$ cat config.mk
export PLATFORM = sky130hd
export DESIGN_NAME = match_result_buffer
export DESIGN_NICKNAME = d
export VERILOG_FILES = /design/src/rtl/match_pkg.sv /design/src/rtl/match_sync_fifo.sv /design/src/rtl/match_result_buffer.sv
export SDC_FILE = /design/constraint.sdc
export NUM_CORES = 2
export LEC_CHECK = 0
export BUFFER_PORTS_ARGS = -buffer_cell sky130_fd_sc_hd__buf_4
export CORE_UTILIZATION = 45
export CTS_CLUSTER_SIZE = 40
export DETAILED_ROUTE_END_ITERATION = 7
export PLACE_DENSITY = 0.57
export REMOVE_ABC_BUFFERS = 1
export SLEW_MARGIN = 20
export SYNTH_ARGS = -nofsm -noshare
export SYNTH_HDL_FRONTEND = slang
export SYNTH_HIERARCHICAL = 1
export SYNTH_SLANG_ARGS = --single-unit
$ cat constraint.sdc
create_clock -name clk -period 8.5 [get_ports clk]
set_input_delay 0.85 -clock clk [delete_from_list [all_inputs] [get_ports clk]]
set_output_delay 0.85 -clock clk [all_outputs]
set_load 0.1 [all_outputs]
$ cat src/rtl/match_pkg.sv
// Shared types and constants for the stereo-match result buffer.
// Latency: n/a (types only).
// Backpressure: n/a (types only).
package match_pkg;

    // Default coordinate width for the matcher datapath
    localparam int COORD_W_DEF = 10;

    // Field offsets inside the packed input tuple {Rx,Ry,Px,Py,Lx,Ly}
    localparam int LY_LSB = 0 * COORD_W_DEF;
    localparam int LX_LSB = 1 * COORD_W_DEF;
    localparam int PY_LSB = 2 * COORD_W_DEF;
    localparam int PX_LSB = 3 * COORD_W_DEF;
    localparam int RY_LSB = 4 * COORD_W_DEF;
    localparam int RX_LSB = 5 * COORD_W_DEF;

    typedef enum logic [1:0] {
        IDLE    = 2'd0,
        COLLECT = 2'd1,
        DRAIN   = 2'd2
    } state_t;

    // Output record at the default coordinate width; disp is Lx - Rx
    typedef struct packed {
        logic [COORD_W_DEF-1:0]      lx;
        logic [COORD_W_DEF-1:0]      ly;
        logic [COORD_W_DEF-1:0]      rx;
        logic [COORD_W_DEF-1:0]      ry;
        logic signed [COORD_W_DEF:0] disp;
    } match_out_t;

endpackage

$ cat src/rtl/match_sync_fifo.sv
// Synchronous first-word-fall-through FIFO with clear; head is read from storage flops.
// Latency: a write is visible on rd_vld/rd_dat the cycle after it is accepted.
// Backpressure: wr_rdy low when full unless a pop happens in the same cycle.
module match_sync_fifo #(
    parameter int WIDTH = 8,
    parameter int DEPTH = 4
) (
    input  logic                     clk,
    input  logic                     rst,
    input  logic                     clr,
    input  logic                     wr_vld,
    output logic                     wr_rdy,
    input  logic [WIDTH-1:0]         wr_dat,
    output logic                     rd_vld,
    input  logic                     rd_rdy,
    output logic [WIDTH-1:0]         rd_dat,
    output logic [$clog2(DEPTH):0]   count
);
    localparam int ADDR_W = $clog2(DEPTH);

    logic [ADDR_W:0]  wr_ptr_d, wr_ptr_q;
    logic [ADDR_W:0]  rd_ptr_d, rd_ptr_q;
    logic [WIDTH-1:0] mem_q [DEPTH];
    logic             empty, full, push, pop;

    // Extra pointer MSB separates full (wrapped) from empty (equal)
    assign empty  = (wr_ptr_q == rd_ptr_q);
    assign full   = (wr_ptr_q[ADDR_W] != rd_ptr_q[ADDR_W]) &&
                    (wr_ptr_q[ADDR_W-1:0] == rd_ptr_q[ADDR_W-1:0]);
    assign pop    = rd_rdy && !empty && !clr;
    // A pop in the same cycle frees the slot, so a full FIFO still takes the write
    assign wr_rdy = !full || pop;
    assign push   = wr_vld && wr_rdy && !clr;
    assign rd_vld = !empty;
    assign rd_dat = empty ? '0 : mem_q[rd_ptr_q[ADDR_W-1:0]];
    assign count  = wr_ptr_q - rd_ptr_q;

    // Next-pointer computation; clear wins over any traffic
    always_comb begin
        wr_ptr_d = wr_ptr_q;
        rd_ptr_d = rd_ptr_q;
        if (clr) begin
            wr_ptr_d = '0;
            rd_ptr_d = '0;
        end else begin
            if (push) wr_ptr_d = wr_ptr_q + 1'b1;
            if (pop)  rd_ptr_d = rd_ptr_q + 1'b1;
        end
    end

    // Pointer registers
    always_ff @(posedge clk) begin
        if (rst) begin
            wr_ptr_q <= '0;
            rd_ptr_q <= '0;
        end else begin
            wr_ptr_q <= wr_ptr_d;
            rd_ptr_q <= rd_ptr_d;
        end
    end

    // Storage array; contents are don't-care while empty, so no reset
    always_ff @(posedge clk) begin
        if (push) mem_q[wr_ptr_q[ADDR_W-1:0]] <= wr_dat;
    end

endmodule

$ cat src/rtl/match_result_buffer.sv
// Filters stereo match tuples (epipolar |Ly-Ry|, disparity window), queues accepted ones, drains them per frame.
// Latency: accepted tuple appears on out_valid one cycle after arrival when the queue was empty.
// Backpressure: input cannot stall (full queue drops and counts); output is valid/ready. MATCH_DEDUP_EN rejects repeated {Lx,Ly}.
module match_result_buffer
    import match_pkg::*;
#(
    parameter int COORD_W  = COORD_W_DEF,
    parameter int DEPTH    = 64,
    parameter int CNT_W    = 16,
    parameter int Y_TOL    = 1,
    parameter int DISP_MIN = 0,
    parameter int DISP_MAX = 63
) (
    input  logic                   clk,
    input  logic                   rst,
    input  logic                   start,
    input  logic                   in_valid,
    input  logic [6*COORD_W-1:0]   in_data,
    input  logic                   frame_end,
    output logic                   out_valid,
    input  logic                   out_ready,
    output logic [5*COORD_W:0]     out_data,
    output logic                   busy,
    output logic                   done,
    output logic [CNT_W-1:0]       acc_cnt,
    output logic [CNT_W-1:0]       rej_cnt,
    output logic [CNT_W-1:0]       drop_cnt
);
    localparam int OUT_W  = 5 * COORD_W + 1;
    localparam int ADDR_W = $clog2(DEPTH);

    localparam logic        [COORD_W:0] Y_TOL_C    = (COORD_W+1)'(Y_TOL);
    localparam logic signed [COORD_W:0] DISP_MIN_C = (COORD_W+1)'(DISP_MIN);
    localparam logic signed [COORD_W:0] DISP_MAX_C = (COORD_W+1)'(DISP_MAX);

    // Saturating increment for the statistics counters
    function automatic logic [CNT_W-1:0] sat_inc(input logic [CNT_W-1:0] v);
        return (&v) ? v : v + 1'b1;
    endfunction

    // Tuple fields
    logic [COORD_W-1:0] lx, ly, px, py, rx, ry;
    assign ly = in_data[0*COORD_W +: COORD_W];
    assign lx = in_data[1*COORD_W +: COORD_W];
    assign py = in_data[2*COORD_W +: COORD_W];
    assign px = in_data[3*COORD_W +: COORD_W];
    assign ry = in_data[4*COORD_W +: COORD_W];
    assign rx = in_data[5*COORD_W +: COORD_W];

    // Parallax fields are carried by the matcher but not used here
    logic unused_parallax;
    assign unused_parallax = ^{px, py};

    // Classification
    logic signed [COORD_W:0] ly_diff, disp;
    logic        [COORD_W:0] dy_abs;
    logic                    y_ok, disp_ok, is_dup, accept;

    assign ly_diff = $signed({1'b0, ly}) - $signed({1'b0, ry});
    assign dy_abs  = ly_diff[COORD_W] ? $unsigned(-ly_diff) : $unsigned(ly_diff);
    assign disp    = $signed({1'b0, lx}) - $signed({1'b0, rx});
    assign y_ok    = (dy_abs <= Y_TOL_C);
    assign disp_ok = (disp >= DISP_MIN_C) && (disp <= DISP_MAX_C);
    assign accept  = y_ok && disp_ok && !is_dup;

    state_t state_d, state_q;
    logic   in_take, push_req, pop, fifo_wr_rdy, drain_empty_next;
    logic [ADDR_W:0] fifo_count;

    // A start pulse overrides any tuple presented in the same cycle
    assign in_take  = (state_q == COLLECT) && in_valid && !start;
    assign push_req = in_take && accept;
    assign pop      = out_valid && out_ready;
    // In DRAIN nothing is pushed, so the queue empties after this cycle iff this pops the last entry
    assign drain_empty_next = !out_valid || ((fifo_count == (ADDR_W+1)'(1)) && pop);

`ifdef MATCH_DEDUP_EN
    logic [2*COORD_W-1:0] last_d, last_q;
    logic                 last_vld_d, last_vld_q;

    assign is_dup = last_vld_q && (last_q == {lx, ly});

    // Remember {Lx,Ly} of the most recent accepted tuple; forgotten at frame start
    always_comb begin
        last_d     = last_q;
        last_vld_d = last_vld_q;
        if (start) begin
            last_d     = '0;
            last_vld_d = 1'b0;
        end else if (push_req) begin
            last_d     = {lx, ly};
            last_vld_d = 1'b1;
        end
    end

    // Dedup register
    always_ff @(posedge clk) begin
        if (rst) begin
            last_q     <= '0;
            last_vld_q <= 1'b0;
        end else begin
            last_q     <= last_d;
            last_vld_q <= last_vld_d;
        end
    end
`else
    assign is_dup = 1'b0;
`endif

    // Result queue
    match_sync_fifo #(
        .WIDTH (OUT_W),
        .DEPTH (DEPTH)
    ) u_fifo (
        .clk    (clk),
        .rst    (rst),
        .clr    (start),
        .wr_vld (push_req),
        .wr_rdy (fifo_wr_rdy),
        .wr_dat ({lx, ly, rx, ry, disp}),
        .rd_vld (out_valid),
        .rd_rdy (out_ready),
        .rd_dat (out_data),
        .count  (fifo_count)
    );

    logic [CNT_W-1:0] acc_d, acc_q, rej_d, rej_q, drop_d, drop_q;
    logic             busy_d, busy_q, done_d, done_q;

    // Frame FSM next state, statistics and registered status outputs
    always_comb begin
        state_d = state_q;
        acc_d   = acc_q;
        rej_d   = rej_q;
        drop_d  = drop_q;
        done_d  = 1'b0;
        if (start) begin
            state_d = COLLECT;
            acc_d   = '0;
            rej_d   = '0;
            drop_d  = '0;
        end else begin
            unique case (state_q)
                COLLECT: begin
                    if (in_take) begin
                        if (!accept)          rej_d  = sat_inc(rej_q);
                        else if (fifo_wr_rdy) acc_d  = sat_inc(acc_q);
                        else                  drop_d = sat_inc(drop_q);
                    end
                    if (frame_end) state_d = DRAIN;
                end
                DRAIN: begin
                    if (drain_empty_next) begin
                        state_d = IDLE;
                        done_d  = 1'b1;
                    end
                end
                default: state_d = state_q;
            endcase
        end
        busy_d = (state_d != IDLE);
    end

    // FSM and statistics registers
    always_ff @(posedge clk) begin
        if (rst) begin
            state_q <= IDLE;
            acc_q   <= '0;
            rej_q   <= '0;
            drop_q  <= '0;
            busy_q  <= 1'b0;
            done_q  <= 1'b0;
        end else begin
            state_q <= state_d;
            acc_q   <= acc_d;
            rej_q   <= rej_d;
            drop_q  <= drop_d;
            busy_q  <= busy_d;
            done_q  <= done_d;
        end
    end

    assign acc_cnt  = acc_q;
    assign rej_cnt  = rej_q;
    assign drop_cnt = drop_q;
    assign busy     = busy_q;
    assign done     = done_q;

endmodule
=== Word-level counts from Yosys, hierarchy flattened ===
Memories as Yosys holds them, arrays and structs flattened. A register that Yosys moved wholly into a read port is not among the register bits.
Index checks and enable logic that the tools add are counted.

* Register bits: 66
* Memory bits (writable): 3264
* Input bits: 66
* Output and inout bits: 102
* Word-level logic and storage cells: 69
* Memories kept: 1

* $add $sub $neg: 9
* Magnitude comparators: 3
* Eq/ne operators: 6
* Multiplexer cells: 11
* Bitwise operators: 6
* Reduce and logical (&&, ||, !) cells: 25

{| class="wikitable"
|+ Memory list
! memory !! depth !! bits a word !! rd ports !! clocked after memory_dff !! wr ports !! RTL line !! RTL
|-
| u_fifo.mem_q || 64 || 51 || 1 || 1 || 1 || match_sync_fifo.sv:23 || <nowiki>logic [WIDTH-1:0] mem_q [DEPTH];</nowiki>
|}

{| class="wikitable"
|+ Operators with widths
! cell !! number
|-
| 2-to-1 mux 51 bit || 1
|-
| adder 16 x 1 -> 16 bit, second input constant || 3
|-
| AND reduction 16 bit || 3
|-
| subtractor 10 x 10 -> 11 bit || 2
|-
| adder 7 x 1 -> 7 bit, second input constant || 2
|-
| 2-to-1 mux 6 bit || 2
|-
| >= comparator 11 x 1 -> 1 bit, second input constant || 1
|-
| less-or-equal comparator 11 x 1 -> 1 bit, second input constant || 1
|-
| less-or-equal comparator 11 x 7 -> 1 bit, second input constant || 1
|-
| logical AND 1 bit || 11
|-
| 2-to-1 mux 11 bit || 1
|-
| negator 11 bit || 1
|-
| AND reduction 5 bit || 2
|-
| equality test 7 x 1 -> 1 bit, second input constant || 1
|-
| equality test 7 bit || 1
|-
| subtractor 7 bit || 1
|-
| equality test 6 bit || 1
|-
| 2-to-1 mux 2 bit || 3
|-
| inverter 1 bit || 6
|-
| case mux 2 bit (2 select lines) || 1
|-
| AND reduction 4 bit || 1
|-
| zero test 1 bit || 3
|-
| 2-to-1 mux 1 bit || 3
|-
| OR reduction 3 bit || 1
|-
| 6 further kinds || 7
|}

=== Logic depth before layout (Yosys ltp) ===
* Depth after elaboration: 10
* Gate-level depth with buffers: 21

=== By module ===
Netlist, hierarchy kept.

{| class="wikitable"
|+ Modules (own cells, without submodules)
! module !! times used !! cells each !! area an instance (sq um) !! sequential area each (sq um)
|-
| match_sync_fifo || 1 || 5280 || 125577.9 || 98414.4
|-
| match_result_buffer || 1 || 543 || 4132.7 || 1041.0
|}

=== Least setup slack after synthesis ===
No wires, ideal clock.

* Path kind: input -> register
* From: input port in_data[10]
* To: memory u_fifo/mem_q[63][0] (netlist name) (enable)
* Setup time: 0.460 ns
* Arrival time: 6.258 ns
* Data required time: 8.040 ns
* Path slack: 1.782 ns
* Cell stages on the path: 17
* Path buffers: 1
* Cells stage by stage: inv_1 -> ha_1 -> fa_1 -> nor2b_1 -> o31a_1 -> o31ai_1 -> a21oi_1 -> xor2_1 -> nor3b_1 -> nand3_1 -> nor2_1 -> nor2b_1 -> o41ai_1 -> nor2_1 -> nand2_1 -> buf_2 -> nor2_1

* Longest elaborated chain between the ends: 9
* Elaborated cells between the ends (all ways): 10
* Those cells by class: 1 x add/sub; 2 x order compare; 2 x mux; 5 x reduce/logical

{| class="wikitable"
|+ RTL lines
! what !! RTL line !! RTL
|-
| start, declared || match_result_buffer.sv:18 || <nowiki>input logic [6*COORD_W-1:0] in_data,</nowiki>
|-
| subtractor 10 x 10 -> 11 bit * || match_result_buffer.sv:61 || <nowiki>assign disp = $signed({1'b0, lx}) - $signed({1'b0, rx});</nowiki>
|-
| via disp[8] || match_result_buffer.sv:55 || <nowiki>logic signed [COORD_W:0] ly_diff, disp;</nowiki>
|-
| >= comparator 11 x 1 -> 1 bit / less-or-equal comparator 11 x 7 -> 1 bit (equally long branches) || match_result_buffer.sv:63 || <nowiki>assign disp_ok = (disp >= DISP_MIN_C) && (disp <= DISP_MAX_C);</nowiki>
|-
| logical AND 1 bit * || match_result_buffer.sv:63 ||
|-
| logical AND 1 bit * || match_result_buffer.sv:64 || <nowiki>assign accept = y_ok && disp_ok && !is_dup;</nowiki>
|-
| logical AND 1 bit * || match_result_buffer.sv:72 || <nowiki>assign push_req = in_take && accept;</nowiki>
|-
| via push_req || match_result_buffer.sv:67 || <nowiki>logic in_take, push_req, pop, fifo_wr_rdy, drain_empty_next;</nowiki>
|-
| logical AND 1 bit * (2 in a row) || match_sync_fifo.sv:33 || <nowiki>assign push = wr_vld && wr_rdy && !clr;</nowiki>
|-
| 2-to-1 mux 1 bit * || match_sync_fifo.sv:64 || <nowiki>if (push) mem_q[wr_ptr_q[ADDR_W-1:0]] <= wr_dat;</nowiki>
|-
| 2-to-1 mux 1 bit (not written as such) * || match_sync_fifo.sv:64 ||
|-
| end, declared || match_sync_fifo.sv:23 ||
|}

Mark *: on every way through the listed nets, which the timed path passes. The rest lies on a longest branch.

=== Worst setup path in the final report ===
* From: input port in_data[0]
* To: memory u_fifo/mem_q[22][43] (netlist name) (enable)

* Longest elaborated chain between the ends: 10

{| class="wikitable"
|+ RTL lines
! what !! RTL line !! RTL
|-
| subtractor 10 x 10 -> 11 bit * || match_result_buffer.sv:59 || <nowiki>assign ly_diff = $signed({1'b0, ly}) - $signed({1'b0, ry});</nowiki>
|-
| negator 11 bit || match_result_buffer.sv:60 || <nowiki>assign dy_abs = ly_diff[COORD_W] ? $unsigned(-ly_diff) : $unsigned(ly_diff);</nowiki>
|-
| 2-to-1 mux 11 bit * || match_result_buffer.sv:60 ||
|-
| less-or-equal comparator 11 x 1 -> 1 bit * || match_result_buffer.sv:62 || <nowiki>assign y_ok = (dy_abs <= Y_TOL_C);</nowiki>
|-
| logical AND 1 bit * || match_result_buffer.sv:64 ||
|-
| logical AND 1 bit * || match_result_buffer.sv:72 ||
|-
| via push_req || match_result_buffer.sv:67 ||
|-
| logical AND 1 bit * (2 in a row) || match_sync_fifo.sv:33 ||
|-
| 2-to-1 mux 1 bit * || match_sync_fifo.sv:64 ||
|-
| 2-to-1 mux 1 bit (not written as such) * || match_sync_fifo.sv:64 ||
|}

Marked as above.

==> results_dict.tcl <==
set metrics [dict create \
    status "finished clean" \
    nets 6345 \
    ys_seq_elements 3336 \
    slew-limit-headroom_pct 20.2 \
    drtPass1Iterations 8 \
    fin_crit_sh_pct 75.2 \
    finalNonFillerCells 10300 \
    yosysMostFrequentCell "edfxtp_1" \
    min-delay-start "in_data[47]" \
    ys.flop_type "edfxtp_1" \
    r2r_start "state_q[1]$_SDFF_PP0_" \
    cts_tree "built" \
    hold_depth 1 \
    drive_gt1_share_pct 28.7 \
    start_kind "primary input" \
    slew_violations 0 \
    ctsResizeCount 0 \
    skew_ps 43.5 \
    hpwl_mm 203 \
    synth_cell_type_count 77 \
    port_buffers 147 \
    gp_congestion 0.827 \
    clock_latency_ps 930 \
    wl_mm 362 \
    grtUsageTotal_pct 24.8 \
    rows 196 \
    route.detailed.drc 0 \
    crit_type "in -> reg" \
    grt_setup_unrepaired "false" \
    worstMarginPinSlew_ps 1190 \
    die_w_um 539 \
    initial_core_util_pct 45.4 \
    ctsHoldBuffers 0 \
    post_cts_buffers 0 \
    p_leak_nw 44.7 \
    cts.sinks 3336 \
    period_minus_slack_ps 6400 \
    vias 64200 \
    crit_fanout 29 \
    placed_cells 9660 \
    cap_violations 0 \
    syn_area_um2 130000 \
    antenna_left 0 \
    root_buffer "clkbuf_16" \
    hp-class "in -> reg" \
    whs_ps 182 \
    syn_inst 5823 \
    avgRoutedWirePerCell_um 35.2 \
    powerDensity_nw_per_um2 227 \
    multi_input_area_um2 29000 \
    yosysWarnings 6 \
    hold_viol_final 0 \
    holdPathEnd "u_fifo/mem_q[42][18]$_DFFE_PP_" \
    grt_pass1_vias 64400 \
    antenna_found_initial 20 \
    drtIter0Drc 8022 \
    register_area_um2 99500 \
    required_ps 9020 \
    grt_overflow 0 \
    yosysSeqAreaShare_pct 76.7 \
    finalSetupViolCount 0 \
    final_util_pct 51.7 \
    core-area_um2 286000 \
    final_area_um2 148000 \
    max_freq_mhz 156 \
    cp-end-kind "register" \
    cts.path.max_buffers 4 \
    tns_ps 0 \
    grt_pass1_wl_mm 505 \
    synth_top_area_share_pct 75.6 \
    grt_max_degree 112 \
    timing.rr.end "u_fifo/mem_q[22][43]$_DFFE_PP_" \
    die_y_um 539 \
    ios 168 \
    dieArea_um2 290000 \
    reg2reg_slack_ps 4620 \
    synthToLayoutAreaGrowth_pct 14.0 \
    synth_common_cells "edfxtp_1, mux4_2, mux2i_1" \
    n_fill_cell 22200 \
    postPlaceCellArea_um2 137000 \
    worstPathArrival_ps 6920 \
    async_flop_share_pct 0 \
    synth_edf_count 3264 \
    vias_per_cell 6.24 \
    numCtsBuffers 342 \
    rr_worst_depth 10 \
    path_clk_slew_ps 60 \
    ys_top_cells_by_area "edfxtp_1, mux4_2, mux2i_1" \
    syn_area_per_cell_um2 22.3 \
    ir_drop_v 0.000149 \
    yosysTopAreaCell "edfxtp_1" \
    htree_levels 5 \
]
==> flip-flops by register name, indices dropped and copies added (netlist names), named ones only <==
signal           cells
state_q              2
u_fifo/wr_ptr_q      7
busy                 1
u_fifo/rd_ptr_q      7
drop_cnt            16
acc_cnt             16
u_fifo/mem_q      3264
rej_cnt             16
done                 1
==> critical path, cell delays in order <==
cell and delay (ps):
buf_4 230, inv_1 120, ha_1 410, inv_1 100
fa_1 430, a211oi_1 320, o21ai_0 190, a221oi_1 720
inv_1 150, a211oi_1 330, o21ai_1 220, nor2_1 160
nand3_1 90, nor2_1 270, nor2b_1 230, o41ai_1 190
nor2_1 320, nand2_1 570, nor2_4 270, buf_4 630
==> routing by layer <==
layer | up-vias | track usage, % | routed length, µm
met1 | 35200 | 36.7 | 152000
met5 | - | 0 | 13
met3 | 405 | 4.23 | 30900
met2 | 2923 | 38.6 | 170000
met4 | 2 | 6.04 | 8480
li1 | 25600 | - | -
==> per-stage QoR <==
stage	setup slack (ps)	power (W)
floorplan	-30450	0.0188
global placement	1410	0.0192
detailed placement	1330	0.0192
CTS	2290	0.0338
global route	1660	0.0345
finish	2100	0.0336
==> final cells by class <==
| class | instances | share of cell area, % |
|---|---|---|
| timing repair buffer | 385 | 2.40 |
| sequential | 3336 | 67.3 |
| clock inverter | 202 | 1.35 |
| inverter | 56 | 0.142 |
| clock buffer | 416 | 6.03 |
| antenna | 4 | 0.00677 |
| multi-input combinational | 2121 | 19.6 |
| tap | 3762 | 3.18 |
==> worst max-delay path by stage <==
stage / start / end / slack [ps] / cells past startpoint
final: in_data[0] / u_fifo/mem_q[22][43]$_DFFE_PP_ / 2100 / 20
after global placement: in_data[0] / u_fifo/mem_q[14][30]$_DFFE_PP_ / 1410 / 20
after floorplan: register / out_data[5] / -30450 / 5
after detailed placement: in_data[0] / u_fifo/mem_q[14][30]$_DFFE_PP_ / 1330 / 20
after global routing: in_data[0] / u_fifo/mem_q[14][47]$_DFFE_PP_ / 1660 / 20
after CTS: in_data[0] / u_fifo/mem_q[14][17]$_DFFE_PP_ / 2290 / 20
==> report_power, final <==
| group | leakage (nW) | switching, W | internal [W] | total, W |
|---|---|---|---|---|
| sequential | 30.0 | 0.000000593 | 0.0182 | 0.0182 |
| clock | 5.35 | 0.00633 | 0.00842 | 0.0148 |
| combinational | 9.33 | 0.000548 | 0.0000958 | 0.000644 |
| total | 44.7 | 0.00688 | 0.0267 | 0.0336 |
==> cells by family after synthesis <==
| group | synth area share, % |
|---|---|
| flip-flops | 76.7 |
| multiplexers | 17.0 |
| adder cells (fa/ha/maj) | 0.374 |
| XOR/XNOR | 0.209 |
| buffers and inverters | 1.43 |
| AO/OA/AOI/OAI | 2.23 |
| AND/OR/NAND/NOR | 2.10 |
==> cells in the final DEF, fill, tap and decap left out, types with 68 or more instances in the layout <==
cell type  netlist  layout
buf_4           65     332
nor2_1         154      85
clkinv_1         0      72
a21oi_1         88      86
mux2i_1        183     183
a22oi_1         70      70
nor2_4           0      68
edfxtp_1      3264    3264
nand2_1        114     113
clkbuf_1        98      69
mux4_2         889     889
clkbuf_16        0     345
clkinv_2         0      68
(Power assumes the default switching activity.)
